[src/rtl/osc_phase_core.sv]
// Phase-accumulator oscillator producing square, triangle, saw and LFSR-noise samples.
// Waveform select and duty are shadowed and only retaken at phase wrap, sync or while disabled.
module osc_phase_core #(
    parameter int unsigned WAVE_WIDTH_P  = 24,
    parameter int unsigned PHASE_WIDTH_P = 32
) (
    input  logic                     clk,
    input  logic                     rst,
    output logic [WAVE_WIDTH_P-1:0]  waveform,
    output logic                     waveform_valid,
    output logic                     phase_wrap,
    input  logic                     cr_enable,
    input  logic                     cr_sync,
    input  logic [1:0]               cr_waveform_select,
    input  logic [PHASE_WIDTH_P-1:0] cr_frequency,
    input  logic [PHASE_WIDTH_P-1:0] cr_duty_cycle
);

    localparam int unsigned WW         = WAVE_WIDTH_P;
    localparam int unsigned PW         = PHASE_WIDTH_P;
    localparam int unsigned LFSR_W     = 32;
    localparam int unsigned FRAC_W     = PW - WW;
    localparam logic [LFSR_W-1:0] LFSR_SEED = LFSR_W'(32'h0000_0001);

    // Keeps only the top WW phase bits so the duty compare ignores sub-sample resolution.
    localparam logic [PW-1:0] PHASE_MASK = ~(PW'((64'd1 << FRAC_W) - 64'd1));

    localparam logic [1:0] SEL_SQUARE   = 2'd0;
    localparam logic [1:0] SEL_TRIANGLE = 2'd1;
    localparam logic [1:0] SEL_SAW      = 2'd2;
    localparam logic [1:0] SEL_NOISE    = 2'd3;

    if (WAVE_WIDTH_P < 2 || WAVE_WIDTH_P > 32 || WAVE_WIDTH_P > PHASE_WIDTH_P) begin : g_bad_params
        $error("osc_phase_core: WAVE_WIDTH_P must be 2..32 and <= PHASE_WIDTH_P");
    end

    logic [PW-1:0]     phase_q,          phase_d;
    logic [1:0]        shadow_select_q,  shadow_select_d;
    logic [PW-1:0]     shadow_duty_q,    shadow_duty_d;
    logic [LFSR_W-1:0] lfsr_q,           lfsr_d;
    logic [WW-1:0]     waveform_q,       waveform_d;
    logic              waveform_valid_q, waveform_valid_d;
    logic              phase_wrap_q,     phase_wrap_d;

    logic [PW:0]       phase_sum_c;
    logic              carry_c;
    logic [LFSR_W-1:0] lfsr_next_c;
    logic [WW-1:0]     p_c;
    logic [WW-1:0]     tri_c;
    logic              square_hi_c;
    logic [WW-1:0]     sample_c;

    // Accumulator sum with carry out, and the next LFSR state.
    always_comb begin
        phase_sum_c = {1'b0, phase_q} + {1'b0, cr_frequency};
        carry_c     = phase_sum_c[PW];
        lfsr_next_c = {lfsr_q[LFSR_W-2:0],
                       lfsr_q[31] ^ lfsr_q[21] ^ lfsr_q[1] ^ lfsr_q[0]};
    end

    // Sample from the current phase register and shadowed controls.
    always_comb begin
        p_c         = phase_q[PW-1 -: WW];
        tri_c       = {p_c[WW-2:0], 1'b0};
        square_hi_c = (phase_q & PHASE_MASK) < (shadow_duty_q & PHASE_MASK);
        sample_c    = '0;
        case (shadow_select_q)
            SEL_SQUARE:   sample_c = square_hi_c ? {WW{1'b1}} : {WW{1'b0}};
            SEL_TRIANGLE: sample_c = p_c[WW-1] ? ~tri_c : tri_c;
            SEL_SAW:      sample_c = p_c;
            SEL_NOISE:    sample_c = lfsr_q[LFSR_W-1 -: WW];
            default:      sample_c = '0;
        endcase
    end

    // Sync beats enable; shadows also follow the inputs whenever the core is idle.
    always_comb begin
        phase_d          = phase_q;
        shadow_select_d  = shadow_select_q;
        shadow_duty_d    = shadow_duty_q;
        lfsr_d           = lfsr_q;
        waveform_d       = waveform_q;
        waveform_valid_d = 1'b0;
        phase_wrap_d     = 1'b0;

        if (cr_sync) begin
            phase_d          = '0;
            shadow_select_d  = cr_waveform_select;
            shadow_duty_d    = cr_duty_cycle;
            phase_wrap_d     = 1'b1;
            waveform_d       = sample_c;
            waveform_valid_d = 1'b1;
        end else if (cr_enable) begin
            phase_d          = phase_sum_c[PW-1:0];
            waveform_d       = sample_c;
            waveform_valid_d = 1'b1;
            if (carry_c) begin
                shadow_select_d = cr_waveform_select;
                shadow_duty_d   = cr_duty_cycle;
                lfsr_d          = lfsr_next_c;
                phase_wrap_d    = 1'b1;
            end
        end else begin
            shadow_select_d = cr_waveform_select;
            shadow_duty_d   = cr_duty_cycle;
        end
    end

    always_ff @(posedge clk or posedge rst) begin
        if (rst) begin
            phase_q          <= '0;
            shadow_select_q  <= SEL_SQUARE;
            shadow_duty_q    <= '0;
            lfsr_q           <= LFSR_SEED;
            waveform_q       <= '0;
            waveform_valid_q <= 1'b0;
            phase_wrap_q     <= 1'b0;
        end else begin
            phase_q          <= phase_d;
            shadow_select_q  <= shadow_select_d;
            shadow_duty_q    <= shadow_duty_d;
            lfsr_q           <= lfsr_d;
            waveform_q       <= waveform_d;
            waveform_valid_q <= waveform_valid_d;
            phase_wrap_q     <= phase_wrap_d;
        end
    end

    assign waveform       = waveform_q;
    assign waveform_valid = waveform_valid_q;
    assign phase_wrap     = phase_wrap_q;

endmodule

[config.mk]
export PLATFORM = sky130hd
export DESIGN_NAME = osc_phase_core
export DESIGN_NICKNAME = d
export VERILOG_FILES = /design/src/rtl/osc_phase_core.sv
export SDC_FILE = /design/constraint.sdc
export NUM_CORES = 1
export LEC_CHECK = 0
export CORE_MARGIN = 4
export CORE_UTILIZATION = 25
export CTS_BUF_LIST = sky130_fd_sc_hd__clkbuf_2 sky130_fd_sc_hd__clkbuf_4 sky130_fd_sc_hd__clkbuf_8
export DETAILED_ROUTE_END_ITERATION = 10
export PLACE_DENSITY_LB_ADDON = 0.12
export SYNTH_ARGS = -nofsm -noshare
export SYNTH_HDL_FRONTEND = slang
export SYNTH_SLANG_ARGS = --single-unit
[constraint.sdc]
create_clock -name clk -period 3.55 [get_ports clk]
set_clock_uncertainty 0.1 [all_clocks]
set_input_delay 0.355 -clock clk [delete_from_list [all_inputs] [get_ports clk]]
set_output_delay 0.355 -clock clk [all_outputs]
set_load 0.01 [all_outputs]
==> results.cfg <==
[route]
via_per_inst = 4.62
vias = 6085
drt_drc_violations_left = 0
drt_iter0_drc = 289
postRouteAntennaNets = 0
firstDrtPassIters = 4
wl_per_cell_um = 17.0
drt_wl_total_mm = 22.4

[die]
die_x_um = 180
ios = 96
die_area_mm2 = 0.0326
std_cell_rows = 62
fp.coreArea_mm2 = 0.0290
initial_core_util_pct = 25.6
die_h_um = 180

[finish]
multi_input_area_mm2 = 0.00419
num-nets-final = 1047
fill_cells = 3074
stdcell_area_mm2 = 0.00973
seq_area_mm2 = 0.00290
diodes = 0
area_growth_syn_to_layout_pct = 30.8
layout-drive-gt1-share_pct = 16.3

[yosys]
yosysTopAreaCellShare_pct = 38.7
synthesis.nets = 910
synth_adder_area_share_pct = 9.52
synth-seq-cells = 116
ys_seq_area_share_pct = 39.0
syn_area_mm2 = 0.00744
synthSimpleGateAreaFrac_pct = 10.2
synth_xor_area_share_pct = 6.24
synth_top_family_by_area = compound AO/OA/AOI/OAI gates
yosysTopAreaCell = dfrtp_1
synth_edf_count = 0
syn_area_per_cell_um2 = 9.49
synth_common_cells = dfrtp_1, o21ai_0, nand2_1
async_flop_share_pct = 100
yosys_most_used_dff = dfrtp_1
muxShareOfSynthArea_pct = 8.85
synth_area_leaders = dfrtp_1, ha_1, mux2_4
postSynthCellCount = 784
synth.distinct_cells = 62
yosysWarningCount = 0
synth.most_common_cell = dfrtp_1
synth_compound_area_share_pct = 21.6

[flow_run]
maxCapViolations = 0

[cts]
cts_setup_buffers = 0
cts_resized = 0
htreeDepth = 4
clock_sinks = 116
tritoncts = done
clk_path_buf_depth = 2
cts_root_buf = clkbuf_8
cts-hold-fix-buffers = 0
clock_latency_ns = 0.44
numCtsBuffers = 17
clkTransAtPathRegs_ns = 0.08

[timing]
rsz0062_at_grt = no
timing.fmax_mhz = 314
finalCritPeriodShare_pct = 89.8
min_period_ns = 3.19
slew_viol_final = 0
hold_viol = 0
maxSlewHeadroom_pct = 52.3
max_slew.worst_pin.slew_ns = 0.715
setup_viol = 0

[run_status]
outcome = finished, final reports clean

[worst_setup_path]
cp_max_fo = 13
cpLargestDelayFamily = compound AO/OA/AOI/OAI gates
crit_top_cell = buf_4
critical_path.max_stage_delay_ns = 0.48
crit_path_end_kind = flop
cp_slowest_cell = dfrtp_1
critical_path_buf_inv_count = 2
startpoint_type = flop
arrival_ns = 3.38
cp.required_ns = 3.74
r2r_setup_slack_ns = 0.36
crit_type = flop to flop
crit_chain = ha_1 > nand2_1 > o311a_1 > nor3b_1 > a2111oi_4 > a211oi_2 > a21oi_4 > nand2b_1 > buf_4 > buf_4 > o21ai_0

[power_and_ir_drop]
comb_power_share_pct = 35.5
max-vdd-ir-drop_uv = 230
switchingPower_w = 0.00167
fin_total_pwr_w = 0.00506
pwr-share-clk_pct = 32.5
swShare_pct = 33.0
p_leak_nw = 4.48
pwr_density_cell_mw_per_mm2 = 520
p_int_w = 0.00339
pwr-share-seq_pct = 32.0

[grt]
grt_pass1_wl_mm = 36.3
grt_usage_pct = 14.0
grt_pass1_vias = 6397
grt_max_degree = 50
overflow = 0
antenna_found_initial = 0

[place]
dpl-instance-area_mm2 = 0.00920
gp_congestion = 0.793
portBuffers = 87
dp_hpwl_mm = 17.0

[hold_path]
min_path_type = primary input to async pin
## path summary, 6_finish.rpt
check                                  start                end  depth (start not counted)
min in group clk           cr_duty_cycle[25]  shadow_duty_q[25]                          3
min                                      rst     waveform_valid                          2
max                               phase_q[9]  shadow_duty_q[29]                         11
max reg2reg                       phase_q[9]  shadow_duty_q[29]                         11
min reg2reg                        lfsr_q[0]          lfsr_q[0]                          1
max in group asynchronous                rst         lfsr_q[22]                          3
## state kept, by name (all words and copies together) (netlist names)
name and flops:
waveform 24, shadow_select_q 2, phase_q 32, waveform_valid 1, shadow_duty_q 24, phase_wrap 1
lfsr_q 32
## cell families (layout without fill, tap and decap cells)
family	Yosys count	in the layout
compound gates	258	258
mux	50	50
buf+inv	81	231
flops	116	116
simple gates	170	170
xor+xnor	53	53
fa+ha+maj	56	56
## power by group through the flow
stage	clock network (W)	logic, W	registers, W
finish	0.00165	0.00180	0.00162
global route	0.00175	0.00202	0.00164
CTS	0.00169	0.00183	0.00162
detailed placement	0	0.00182	0.00165
global placement	0	0.00181	0.00165
floorplan	0	0.00102	0.00167
## layout by cell type, fill, tap and decap left out, drive strengths merged, types with 2 or more instances in the layout
cell,n
dfrtp,115
o31ai,7
nor2,56
mux2i,14
xor2,15
o311a,2
o21ai,97
o21bai,4
nor3,5
o21a,3
xnor2,38
a21oi,61
or3,3
nand4,9
mux2,36
nand2b,4
nand2,66
a22o,3
clkinv,5
a211oi,7
a31oi,7
o41ai,2
buf,75
clkdlybuf4s50,87
inv,36
and3,2
clkbuf,20
or2,4
o211ai,5
nand3,11
nor2b,5
a22oi,25
a21o,23
bufinv,7
ha,55
## cell type report
type | count | share of cell area [%]
Timing Repair Buffer | 162 | 15.3
Clock inverter | 12 | 2.56
Inverter | 37 | 1.45
Tap cell | 384 | 4.94
Multi-Input combinational cell | 587 | 43.1
Sequential cell | 116 | 29.9
Clock buffer | 20 | 2.83
## per-layer routing
metal / GRT usage [%] / routed length [um] / vias up
li1: - / - / 3070
met1: 19.9 / 11100 / 2910
met2: 22.5 / 10400 / 90
met3: 2.26 / 628 / 15
met4: 2.81 / 240 / 0
met5: 0 / 0 / -
## per-stage QoR
step                      setup slack, ns  hold slack (ns)  cells  utilization [%]  setup TNS, ns
after floorplan                    0.0242            0.359    784                -              0
after global placement            -0.0583            0.376   1286             31.7          -2.12
after detailed placement          -0.0703            0.381   1286             31.7          -1.74
after CTS                           0.305            0.275   1318             33.5              0
after global routing               0.0566            0.312   1318             33.5              0
final                               0.364            0.261   1318             33.5              0
Power figures use the tool's default switching activity.
